[src/rtl/led_defs_pkg.sv]
// Shared mode encodings and width helper for the LED PWM bank.
package led_defs_pkg;

   typedef logic [1:0] mode_t;

   localparam mode_t MODE_OFF   = 2'b00;
   localparam mode_t MODE_ON    = 2'b01;
   localparam mode_t MODE_BLINK = 2'b10;
   localparam mode_t MODE_PWM   = 2'b11;

   // Counter/index width for n states, never below one bit.
   function automatic int unsigned cnt_width(input int unsigned n);
      int unsigned w;
      w = 1;
      if (n > 1) w = $clog2(n);
      return w;
   endfunction

endpackage

[src/rtl/led_pwm_timebase.sv]
// Shared timebase for the LED bank: prescaler, PWM counter, period boundary,
// and either the blink phase or (with LED_BREATHE_EN) the breathe ramp.
module led_pwm_timebase
   import led_defs_pkg::*;
#(
   parameter int unsigned DW            = 8,
   parameter int unsigned DIV           = 12,
   parameter int unsigned BLINK_PERIODS = 1953
) (
   input  logic          clk,
   input  logic          rst,
   output logic [DW-1:0] pwm_cnt,
   output logic          boundary_c,
`ifdef LED_BREATHE_EN
   output logic [DW-1:0] ramp
`else
   output logic          phase
`endif
);

   localparam int unsigned PW = cnt_width(DIV);
   localparam logic [PW-1:0] PRE_LAST = PW'(DIV - 1);

   logic [PW-1:0] pre;
   logic          tick;

   // With DIV=1 the prescaler is pinned at 0, so tick stays high.
   assign tick       = (pre == PRE_LAST);
   assign boundary_c = tick && (pwm_cnt == '1);

   always_ff @(posedge clk) begin
      if (rst) begin
         pre <= '0;
      end else if (tick) begin
         pre <= '0;
      end else begin
         pre <= pre + PW'(1);
      end
   end

   always_ff @(posedge clk) begin
      if (rst) begin
         pwm_cnt <= '0;
      end else if (tick) begin
         pwm_cnt <= pwm_cnt + DW'(1);
      end
   end

`ifdef LED_BREATHE_EN
   localparam logic [DW-1:0] RAMP_MAX = '1;

   logic          ramp_up;
   logic [DW-1:0] ramp_inc;
   logic [DW-1:0] ramp_dec;

   assign ramp_inc = ramp + DW'(1);
   assign ramp_dec = ramp - DW'(1);

   // Triangle ramp; direction flips on the boundary that lands on an extreme.
   always_ff @(posedge clk) begin
      if (rst) begin
         ramp    <= '0;
         ramp_up <= 1'b1;
      end else if (boundary_c) begin
         if (ramp_up) begin
            ramp <= ramp_inc;
            if (ramp_inc == RAMP_MAX) ramp_up <= 1'b0;
         end else begin
            ramp <= ramp_dec;
            if (ramp_dec == '0) ramp_up <= 1'b1;
         end
      end
   end
`else
   localparam int unsigned BW = cnt_width(BLINK_PERIODS);
   localparam logic [BW-1:0] BLINK_LAST = BW'(BLINK_PERIODS - 1);

   logic [BW-1:0] blink_cnt;

   always_ff @(posedge clk) begin
      if (rst) begin
         blink_cnt <= '0;
         phase     <= 1'b0;
      end else if (boundary_c) begin
         if (blink_cnt == BLINK_LAST) begin
            blink_cnt <= '0;
            phase     <= ~phase;
         end else begin
            blink_cnt <= blink_cnt + BW'(1);
         end
      end
   end
`endif

endmodule

[src/rtl/led_pwm_bank.sv]
// Multi-channel LED driver with off/on/blink/PWM modes and boundary-synchronous
// updates. Define LED_BREATHE_EN to turn mode 10 into a shared breathe ramp.
module led_pwm_bank
   import led_defs_pkg::*;
#(
   parameter int unsigned NLEDS         = 8,
   parameter int unsigned DW            = 8,
   parameter int unsigned DIV           = 12,
   parameter int unsigned BLINK_PERIODS = 1953,
   localparam int unsigned AW           = cnt_width(NLEDS)
) (
   input  logic             clk,
   input  logic             rst,
   input  logic             wr_en,
   input  logic [AW-1:0]    wr_addr,
   input  logic [1:0]       wr_mode,
   input  logic [DW-1:0]    wr_duty,
   output logic             period_end,
   output logic [NLEDS-1:0] led
);

   logic [DW-1:0]    pwm_cnt;
   logic             boundary_c;
`ifdef LED_BREATHE_EN
   logic [DW-1:0]    ramp;
`else
   logic             phase;
`endif

   mode_t            shadow_mode [NLEDS];
   logic [DW-1:0]    shadow_duty [NLEDS];
   mode_t            act_mode    [NLEDS];
   logic [DW-1:0]    act_duty    [NLEDS];
   logic [NLEDS-1:0] level;

   led_pwm_timebase #(
      .DW            (DW),
      .DIV           (DIV),
      .BLINK_PERIODS (BLINK_PERIODS)
   ) u_timebase (
      .clk        (clk),
      .rst        (rst),
      .pwm_cnt    (pwm_cnt),
      .boundary_c (boundary_c),
`ifdef LED_BREATHE_EN
      .ramp       (ramp)
`else
      .phase      (phase)
`endif
   );

   // Shadow registers; addresses with no channel simply never match.
   always_ff @(posedge clk) begin
      if (rst) begin
         for (int unsigned i = 0; i < NLEDS; i++) begin
            shadow_mode[i] <= MODE_OFF;
            shadow_duty[i] <= '0;
         end
      end else if (wr_en) begin
         for (int unsigned i = 0; i < NLEDS; i++) begin
            if (wr_addr == AW'(i)) begin
               shadow_mode[i] <= wr_mode;
               shadow_duty[i] <= wr_duty;
            end
         end
      end
   end

   // Active copy takes the pre-edge shadow, so a same-cycle write waits a period.
   always_ff @(posedge clk) begin
      if (rst) begin
         for (int unsigned i = 0; i < NLEDS; i++) begin
            act_mode[i] <= MODE_OFF;
            act_duty[i] <= '0;
         end
      end else if (boundary_c) begin
         for (int unsigned i = 0; i < NLEDS; i++) begin
            act_mode[i] <= shadow_mode[i];
            act_duty[i] <= shadow_duty[i];
         end
      end
   end

   always_comb begin
      level = '0;
      for (int unsigned i = 0; i < NLEDS; i++) begin
         case (act_mode[i])
            MODE_OFF:   level[i] = 1'b0;
            MODE_ON:    level[i] = 1'b1;
`ifdef LED_BREATHE_EN
            MODE_BLINK: level[i] = pwm_cnt < ((ramp < act_duty[i]) ? ramp : act_duty[i]);
`else
            MODE_BLINK: level[i] = phase && (pwm_cnt < act_duty[i]);
`endif
            MODE_PWM:   level[i] = pwm_cnt < act_duty[i];
            default:    level[i] = 1'b0;
         endcase
      end
   end

   always_ff @(posedge clk) begin
      if (rst) begin
         led        <= '0;
         period_end <= 1'b0;
      end else begin
         led        <= level;
         period_end <= boundary_c;
      end
   end

endmodule

[config.mk]
export PLATFORM = sky130hd
export DESIGN_NAME = led_pwm_bank
export DESIGN_NICKNAME = d
export VERILOG_FILES = /design/src/rtl/led_defs_pkg.sv /design/src/rtl/led_pwm_timebase.sv /design/src/rtl/led_pwm_bank.sv
export SDC_FILE = /design/constraint.sdc
export NUM_CORES = 1
export LEC_CHECK = 0
export ABC_AREA = 0
export CAP_MARGIN = 5
export CORE_ASPECT_RATIO = 1.75
export CORE_UTILIZATION = 54
export DETAILED_ROUTE_END_ITERATION = 8
export PLACE_DENSITY = 0.85
export SETUP_SLACK_MARGIN = 0.02
export SYNTH_ARGS = -nofsm -noshare
export SYNTH_HDL_FRONTEND = slang
export SYNTH_SLANG_ARGS = --single-unit
[constraint.sdc]
create_clock -name clk -period 3.4 [get_ports clk]
set_input_delay 0.68 -clock clk [delete_from_list [all_inputs] [get_ports clk]]
set_output_delay 0.68 -clock clk [all_outputs]
set_load 0.005 [all_outputs]
==> impl_metrics.csv, run 1 <==
group,metric,value,unit
status,run_status,"completed",
critical_path,rrSetupSlack,1.02,ns
grt,grt_start_max_net_pins,81,
grt,grt_pass1_vias,5486,
routing,drt-total-wl,17.0,mm
routing,vias,5216,
synth,synth_top_area_frac,0.554,
placed_design,place_congestion,0.836,
floorplan,rows,60,
pwr,p_seq_frac,0.547,
final_layout,final_net_count,811,
sta,hold_violations,0,
cts,cts_sinks,193,
routing,viasPerCell,5.58,
critical_path,crit_arrival,2.47,ns
final_layout,filler_cell_count,1061,
sta,fin_crit_sh,0.699,
pwr,intPower,3.83,mW
synth,synth_async_sr_flop_share,0,
sta,rsz0062_at_grt,"false",
synth,synth_cell_types,41,
cts,ctsHoldBuffers,0,
critical_path,setup.worst_path.class,"reg2reg",
final_layout,insertedDiodeCount,0,
placed_design,portBuffers,24,
routing,drtIter0Drc,463,
placed_design,dpl.hpwl,11.2,mm
synth,synth_edf_count,160,
final_layout,layout.cells.non_filler,934,
grt,antenna_found_initial,0,
pwr,peakVddDrop,354,µV
sta,skew,0.0147,ns
sta,slew_violations,0,
synth,ys.flop_type,"edfxtp_1",
pwr,p_clk_frac,0.407,
floorplan,fp.dieH,170,µm
cts,numCtsBuffers,17,
cts,root_buffer,"clkbuf_16",
sta,min_period,2.38,ns
synth,netlist_area,8670,µm²
floorplan,num_io_pins,25,
pwr,p_sw,1.14,mW
grt,grt_pass1_wl,27.2,mm
critical_path,cp-start-kind,"register",
routing,drc,0,
final_layout,design_area,9720,µm²
final_layout,drive_above_1_share,0.0642,
flow_run,maxCapViolCount,0,
cts,postCtsSetupBuffers,0,
sta,finalSetupViolations,0,
sta,worst_slew_pin_slew,0.786,ns
sta,fin_setup_tns,0,ns
floorplan,start_util,0.558,
cts,clk_latency,0.44,ns
critical_path,end_kind,"register",
synth,syn_inst,708,
synth,ys.warnings.count,0,
synth,syn_avg_cell_area,12.2,µm²
floorplan,coreArea,15500,µm²
synth,synth.yosys.seq_area_share,0.630,
cts,htree_levels,4,
routing,drt_first_pass_iters,5,
critical_path,worstPathMaxFanout,80,
grt,grt_usage,0.223,
pwr,power_density,512,nW/µm²
routing,ant_nets,0,
pwr,p_leak,3.95,nW
floorplan,die_x,97.8,µm
grt,grt-ovfl-total,0,
sta,relSlewSlack,0.476,
synth,ys_ff_latch,193,
cts,clk_pin_slew,0.07,ns
synth,ys_top_cells_by_area,"edfxtp_1 55%, ha_1 8.7%, dfxtp_1 7.6%, nor2_1 4.8%, and2_1 4.5%",
hold_path,hold_path.class,"reg2reg",
final_layout,syn2layout_area_growth,12.1,%
pwr,p_comb_frac,0.046,
cts,tritoncts,"done",
floorplan,dieArea,16600,µm²
placed_design,placed_area,9110,µm²
routing,wl_per_cell,18.2,µm
critical_path,cp.required,3.50,ns
synth,syn-num-nets,784,
pwr,netSwitchingFraction,0.230,
synth,synth_largest_area_cell,"edfxtp_1",
sta,clock.fmax,421,MHz
placed_design,dp_cells,902,
cts,cts-resized-gates,0,
cts,clk_path_buf_depth,2,
registers in the layout (all words and copies together) (netlist names):
name,count
u_timebase.pwm_cnt,8
shadow_mode,16
act_duty,64
act_mode,16
period_end,1
u_timebase.blink_cnt,11
u_timebase.pre,4
u_timebase.phase,1
shadow_duty,64
led,8
worst paths after layout:
path         cells after the start           endpoint             startpoint
max                              5     act_mode[0][5]  u_timebase.pwm_cnt[0]
min                              1  u_timebase.pre[0]      u_timebase.pre[0]
max reg2reg                      5     act_mode[0][5]  u_timebase.pwm_cnt[0]
min reg2reg                      1  u_timebase.pre[0]      u_timebase.pre[0]
cell usage after synthesis (8+ instances only):
library cell	instances
xor2_1	8
a211oi_1	8
ha_1	60
inv_1	69
xnor2_1	9
nand4_1	13
clkbuf_1	20
dfxtp_1	33
nand3_1	8
nand2b_1	24
a21o_1	14
nor2b_1	23
and2_1	62
nand2_1	19
o2111ai_1	8
nor2_1	110
edfxtp_1	160
critical path, stage by stage, from the launching register on:
cell and delay, ns:
dfxtp_1 0.67, ha_1 0.27, and2_1 0.21, nand4_4 0.22, or2b_2 0.29, buf_12 0.35
per-layer routing:
metal | global-route usage | up-vias | routed length [µm] | part of all wire
li1 | - | 2491 | - | -
met5 | 0 | - | 0 | 0
met2 | 0.437 | 190 | 9710 | 0.57
met1 | 0.217 | 2484 | 5710 | 0.34
met4 | 0.122 | 0 | 593 | 0.035
met3 | 0.0400 | 51 | 1020 | 0.060
metrics by stage:
| stage | hold slack [ns] | power (mW) | worst slack (ns) | utilization |
|---|---|---|---|---|
| after detailed placement | 0.447 | 3.00 | 0.801 | 0.586 |
| final | 0.456 | 4.97 | 1.02 | 0.626 |
| after CTS | 0.458 | 4.99 | 1.04 | 0.626 |
| after global placement | 0.441 | 2.97 | 0.881 | 0.586 |
| after global routing | 0.478 | 5.11 | 0.937 | 0.626 |
| after floorplan | 0.429 | 2.90 | 0.739 | - |
cells in the final DEF (no fill, tap or decap), types with 2 or more instances in the layout:
| cell | netlist | final |
|---|---|---|
| a21o_1 | 14 | 14 |
| mux2i_1 | 3 | 3 |
| clkbuf_16 | 0 | 17 |
| a21oi_1 | 4 | 4 |
| o2111ai_1 | 8 | 8 |
| nor2b_1 | 23 | 23 |
| clkdlybuf4s50_1 | 0 | 23 |
| inv_6 | 0 | 2 |
| a211oi_1 | 8 | 8 |
| inv_8 | 0 | 5 |
| o21ai_0 | 5 | 5 |
| xnor2_1 | 9 | 9 |
| a31oi_1 | 6 | 6 |
| buf_4 | 0 | 7 |
| xor2_1 | 8 | 8 |
| or3_1 | 7 | 7 |
| a41o_1 | 2 | 2 |
| nand2_1 | 19 | 19 |
| dfxtp_1 | 33 | 33 |
| nand4_1 | 13 | 13 |
| nor3b_1 | 3 | 3 |
| nand3_1 | 8 | 8 |
| clkinv_8 | 0 | 3 |
| edfxtp_1 | 160 | 160 |
| a22o_1 | 6 | 6 |
| inv_1 | 69 | 69 |
| ha_1 | 60 | 60 |
| nand2b_1 | 24 | 24 |
| nor2_1 | 110 | 110 |
| clkinv_4 | 0 | 3 |
| and2_1 | 62 | 62 |
| nor3_1 | 7 | 7 |
final cells by class:
cell class                 count  area, µm²  area share
clock buffer                  17        425      0.0438
clock inverter                15        186      0.0192
inverter                      69        259      0.0266
multi-input combinational    422       2840       0.293
sequential                   193       5470       0.562
tap                          186        233      0.0239
timing repair buffer          32        308      0.0317
kinds of logic after synthesis:
| logic type | Yosys count | synth area share |
|---|---|---|
| AOI/OAI and AO/OA | 54 | 0.0459 |
| xor gates and xnor gates | 17 | 0.0172 |
| and+or+nand+nor | 288 | 0.175 |
| adders and majority gates | 60 | 0.0866 |
| DFF | 193 | 0.630 |
| buffers and inverters | 93 | 0.0416 |
| muxes | 3 | 0.00346 |
power groups by stage:
stage                     clock network, mW  logic (mW)  registers, mW
after floorplan                           0       0.140           2.76
after global placement                    0       0.210           2.76
after detailed placement                  0       0.225           2.77
after CTS                              2.04       0.228           2.72
after global routing                   2.13       0.252           2.73
final                                  2.03       0.227           2.72
Note: power is estimated with default switching activity, not from simulation.
==> run 2: changes to the inputs <==
--- a/config.mk
+++ b/config.mk
@@ -10,7 +10,7 @@
 export CORE_ASPECT_RATIO = 1.75
 export CORE_UTILIZATION = 54
 export DETAILED_ROUTE_END_ITERATION = 8
-export PLACE_DENSITY = 0.85
+export PLACE_DENSITY = 0.82
 export SETUP_SLACK_MARGIN = 0.02
 export SYNTH_ARGS = -nofsm -noshare
 export SYNTH_HDL_FRONTEND = slang
==> constraint.sdc (replaced) <==
create_clock -name clk -period 2.4 [get_ports clk]
set_input_delay 0.48 -clock clk [delete_from_list [all_inputs] [get_ports clk]]
set_output_delay 0.48 -clock clk [all_outputs]
set_load 0.005 [all_outputs]
==> run 2 against run 1 <==
  * Count of clock-buffer cells in the layout up 1
  * Critical endpoint is now u_timebase.blink_cnt[8]
  * Register-to-register slack worse by 0.56 ns
  * Global-route usage decreased by 1.3 points
  * Non-clock buffer count rose by 17
  * Setup slack got worse by 0.56 ns
  * The run now ends with DRC left
  * Combinational power is 46% higher
  * Total power rose by 40%
  * Largest cell class unchanged
==> impl_metrics.csv, run 2 (synthesis gave the netlist of run 1 again) <==
group,metric,value,unit
floorplan,die_x,97.8,µm
critical_path,cp-start-kind,"register",
critical_path,regToRegStartpoint,"u_timebase.pwm_cnt[4]",
pwr,peakVddDrop,447,µV
cts,tritoncts,"done",
placed_design,dpl.hpwl,11.5,mm
sta,min_period,1.93,ns
grt,grt-ovfl-total,0,
final_layout,design_area,9850,µm²
critical_path,crit_start,"u_timebase.pwm_cnt[4]",
cts,cts-resized-gates,0,
sta,fin_crit_sh,0.805,
routing,viasPerCell,5.46,
cts,clk_path_buf_depth,2,
critical_path,worstPathMaxFanout,9,
routing,wl_per_cell,17.0,µm
final_layout,filler_cell_count,1081,
grt,grt_usage,0.210,
placed_design,placed_area,9250,µm²
floorplan,num_io_pins,25,
cts,clk_latency,0.43,ns
grt,antenna_found_initial,0,
cts,ctsHoldBuffers,0,
cts,postCtsSetupBuffers,0,
routing,drt_first_pass_iters,7,
final_layout,final_util,0.634,
routing,drtIter0Drc,350,
sta,relSlewSlack,0.618,
routing,vias,5196,
cts,numCtsBuffers,17,
critical_path,end_kind,"register",
grt,grt_pass1_wl,25.9,mm
critical_path,rr_worst_depth,6,
hold_path,hold_path.class,"reg2reg",
pwr,finalPower,6.98,mW
critical_path,setup.worst_path.class,"reg2reg",
sta,clock.fmax,518,MHz
sta,slew_violations,0,
routing,drc,4,
status,violations,"DRC",
flow_run,maxCapViolCount,0,
sta,hold_violations,0,
grt,grt_start_max_net_pins,62,
final_layout,layout_common_cells,"160 x edfxtp_1, 110 x nor2_1, 69 x inv_1",
floorplan,rows,60,
placed_design,portBuffers,24,
status,run_status,"finished, violations left",
floorplan,coreArea,15500,µm²
cts,clk_pin_slew,0.07,ns
final_layout,final_common_cell,"edfxtp_1",
pwr,power_density,709,nW/µm²
floorplan,dieArea,16600,µm²
critical_path,cp-endpoint,"u_timebase.blink_cnt[8]",
final_layout,final_net_count,828,
final_layout,insertedDiodeCount,0,
routing,drt-total-wl,16.2,mm
critical_path,rrSetupSlack,0.47,ns
critical_path,crit_arrival,2.23,ns
critical_path,cp.required,2.70,ns
routing,ant_nets,0,
sta,skew,0.0127,ns
sta,rsz0062_at_grt,"false",
sta,finalSetupViolations,0,
floorplan,fp.dieH,170,µm
sta,fin_setup_tns,0,ns
final_layout,syn2layout_area_growth,13.6,%
grt,grt_pass1_vias,5396,
cts,root_buffer,"clkbuf_16",
pwr,p_leak,4.02,nW
placed_design,place_congestion,0.848,
placed_design,dp_cells,919,
critical_path,r2r-end,"u_timebase.blink_cnt[8]",
final_layout,layout.cells.non_filler,951,
final_layout,reg_top3,"act_duty: 64 flops, shadow_duty: 64 flops",
cts,cts_sinks,193,
floorplan,start_util,0.558,
sta,worst_slew_pin_slew,0.572,ns
final_layout,drive_above_1_share,0.0837,
cts,htree_levels,4,
==> run 2: changes by cell type in the layout (fill, tap and decap cells not counted) <==
cell,previous run,this run
buf_4,7,23
clkinv_4,3,1
clkinvlp_4,1,3
buf_12,1,2
clkbuf_1,0,1
clkinv_8,3,2
inv_6,2,3
inv_8,5,4
or2b_2,1,0
or2b_4,0,1
==> run 2: per-stage QoR <==
step	hold slack, ns	setup slack [ns]
after global routing	0.507	0.351
after detailed placement	0.458	0.201
after floorplan	0.429	0.140
after global placement	0.438	0.244
final	0.470	0.468
after CTS	0.469	0.455
==> run 2: critical path, stage by stage (launching register included) <==
cell and delay, ns:
dfxtp_1 0.58, and4_1 0.33, nand4_4 0.11, buf_4 0.20
nor2_1 0.18, or2_1 0.32, nor2_1 0.09
==> run 2: power breakdown <==
| group | leakage [nW] | total [mW] | internal [mW] | switching (mW) |
|---|---|---|---|---|
| Clock | 0.281 | 2.80 | 1.49 | 1.31 |
| Sequential | 1.85 | 3.85 | 3.80 | 0.0500 |
| Combinational | 1.88 | 0.331 | 0.129 | 0.202 |
| Total | 4.02 | 6.98 | 5.42 | 1.56 |
==> run 2: area by class of cell <==
type,count,area [µm²],share of cell area
Clock buffer,18,429,0.0436
Clock inverter,14,165,0.0168
Inverter,69,259,0.0263
Multi-Input combinational cell,422,2850,0.289
Sequential cell,193,5470,0.555
Tap cell,186,233,0.0236
Timing Repair Buffer,49,448,0.0455
==> run 2: layer usage <==
metal | wire length [µm] | global-route usage | vias to the layer above
met2 | 9250 | 0.404 | 133
met3 | 570 | 0.0387 | 30
li1 | - | - | 2529
met1 | 5980 | 0.214 | 2504
met4 | 382 | 0.103 | 0
met5 | 0 | 0 | -
==> run 2: how the worst min path moves through the flow <==
| stage | start | end | slack [ns] | depth (start not counted) |
|---|---|---|---|---|
| after floorplan | u_timebase.pre[0] | u_timebase.pre[0] | 0.43 | 1 |
| after global placement | u_timebase.pre[0] | u_timebase.pre[0] | 0.44 | 1 |
| after detailed placement | u_timebase.pre[0] | u_timebase.pre[0] | 0.46 | 1 |
| after CTS | u_timebase.pre[0] | u_timebase.pre[0] | 0.47 | 1 |
| after global routing | u_timebase.pre[0] | u_timebase.pre[0] | 0.51 | 1 |
| final | u_timebase.pre[0] | u_timebase.pre[0] | 0.47 | 1 |
==> run 3: changes to the inputs <==
==> constraint.sdc (replaced) <==
create_clock -name clk -period 2.03 [get_ports clk]
set_input_delay 0.406 -clock clk [delete_from_list [all_inputs] [get_ports clk]]
set_output_delay 0.406 -clock clk [all_outputs]
set_load 0.005 [all_outputs]
==> run 3 against run 2 <==
  * The flow still finishes with violations (DRC)
  * Via count grew 2.8%
  * Die area is the same
  * Non-clock buffer count grew 17
  * Clock power grew 16%
  * Register-to-register slack lost 0.30 ns
  * Clock skew shrank 0.0031 ns
  * Sequential power grew 18%
  * Worst hold slack lost 0.029 ns
  * Wire length grew 10%
  * Core utilization grew 1.8 points
  * Combinational power grew 38%
  * Critical path depth is the same
==> impl_metrics.csv, run 3 (synthesis gave the netlist of run 1 again) <==
group,metric,value,unit
status,run_status,"finished, violations left",
status,violations,"DRC",
pwr,netSwitchingFraction,0.232,
cts,postCtsSetupBuffers,0,
pwr,p_clk_frac,0.394,
sta,clock.fmax,537,MHz
routing,vias,5344,
critical_path,crit_arrival,2.16,ns
critical_path,path_cells,"and4_1, nand4_4, buf_4, nor2_1, or2_1, nor2_1",
sta,worst_slack,0.168,ns
final_layout,syn2layout_area_growth,16.8,%
critical_path,end_kind,"register",
cts,numCtsBuffers,17,
pwr,finalPower,8.28,mW
cts,root_buffer,"clkbuf_16",
sta,finalSetupViolations,0,
critical_path,setup.worst_path.class,"reg2reg",
final_layout,drive_above_1_share,0.114,
placed_design,place_congestion,0.819,
sta,min_period,1.86,ns
cts,tritoncts,"done",
sta,rsz0062_at_grt,"false",
cts,clk_pin_slew,0.08,ns
critical_path,cp-start-kind,"register",
pwr,power_density,818,nW/µm²
floorplan,start_util,0.558,
routing,drtIter0Drc,400,
sta,holdWs,0.441,ns
sta,fin_crit_sh,0.917,
grt,grt-ovfl-total,0,
grt,antenna_found_initial,0,
final_layout,final_common_cell,"edfxtp_1",
placed_design,place_ws,0.0428,ns
routing,drt_first_pass_iters,7,
floorplan,fp.dieH,170,µm
pwr,p_seq_frac,0.551,
routing,drc,6,
critical_path,cp.required,2.33,ns
sta,hold_violations,0,
grt,grt_usage,0.230,
routing,viasPerCell,5.52,
cts,cts_sinks,193,
final_layout,reg_top3,"act_duty: 64 flops, shadow_duty: 64 flops",
routing,wl_per_cell,18.5,µm
floorplan,dieArea,16600,µm²
floorplan,coreArea,15500,µm²
final_layout,insertedDiodeCount,0,
critical_path,worstPathMaxFanout,9,
final_layout,final_util,0.651,
floorplan,rows,60,
cts,cts-resized-gates,0,
placed_design,portBuffers,24,
pwr,peakVddDrop,517,µV
critical_path,cpMaxStageDelayCell,"dfxtp_2",
cts,clk_latency,0.42,ns
sta,fin_setup_tns,0,ns
floorplan,num_io_pins,25,
pwr,p_leak,4.15,nW
pwr,intPower,6.36,mW
final_layout,layout_common_cells,"160 x edfxtp_1, 110 x nor2_1, 69 x inv_1",
pwr,p_sw,1.92,mW
hold_path,hold_path.class,"in2reg",
sta,skew,0.00966,ns
routing,drt-total-wl,17.9,mm
placed_design,dpl.hpwl,12.1,mm
grt,grt_pass1_vias,5605,
critical_path,rrSetupSlack,0.17,ns
flow_run,maxCapViolCount,0,
sta,worst_slew_pin_slew,0.587,ns
cts,htree_levels,4,
sta,slew_violations,0,
cts,clk_path_buf_depth,2,
routing,ant_nets,0,
pwr,p_comb_frac,0.055,
final_layout,final_net_count,845,
critical_path,cpMostUsedCell,"nor2_1",
grt,grt_start_max_net_pins,52,
floorplan,die_x,97.8,µm
grt,grt_pass1_wl,28.3,mm
sta,relSlewSlack,0.608,
cts,ctsHoldBuffers,0,
critical_path,cpPeakStageDelay,0.47,ns
run 3: changes by cell type in the layout (fill, tap and decap cells not counted), sizes merged:
| cell | change |
|---|---|
| inv | -5 |
| buf | +17 |
| clkinvlp | -3 |
| clkinv | +9 |
| bufinv | -1 |
run 3: layout make-up:
cell class                      instances  area, µm²
Timing Repair Buffer                   66        688
Tap cell                              186        233
Fill cell                            1046       5420
Multi-Input combinational cell        422       2860
Inverter                               69        259
Clock inverter                         14        178
Sequential cell                       193       5480
Clock buffer                           18        429
run 3: critical path, delay by kind of cell, from the launching register on:
family | cells | cell delay (ns)
simple gates | 5 | 1.06
flops | 1 | 0.47
buf+inv | 1 | 0.21
run 3: stage by stage:
step,instance area [µm²],cells
2_1_floorplan,8700,708
3_3_place_gp,9520,936
3_5_place_dp,9520,936
4_1_cts,10100,968
5_1_grt,10100,968
6_report,10100,968
run 3: power groups by stage:
stage               Sequential [mW]  Combinational [mW]  Clock [mW]
detailed placement             4.65               0.453           0
finish                         4.56               0.457        3.26
floorplan                      4.62               0.236           0
CTS                            4.56               0.460        3.30
global route                   4.58               0.504        3.46
global placement               4.63               0.434           0
run 3: path summary, 6_finish.rpt:
path,from,to,cells after the start
worst min-delay path,rst,u_timebase.pre[3],3
worst min register to register,u_timebase.pre[0],u_timebase.pre[0],1
worst max register to register,u_timebase.pwm_cnt[4],u_timebase.blink_cnt[4],6
worst max-delay path,u_timebase.pwm_cnt[4],u_timebase.blink_cnt[4],6
run 3: per-layer routing:
metal / wire [µm] / part of all wire / global-route usage / vias up
li1: - / - / - / 2560
met4: 728 / 0.041 / 0.121 / 0
met1: 6190 / 0.35 / 0.233 / 2547
met2: 10100 / 0.56 / 0.443 / 183
met3: 902 / 0.050 / 0.0416 / 54
met5: 0 / 0 / 0 / -
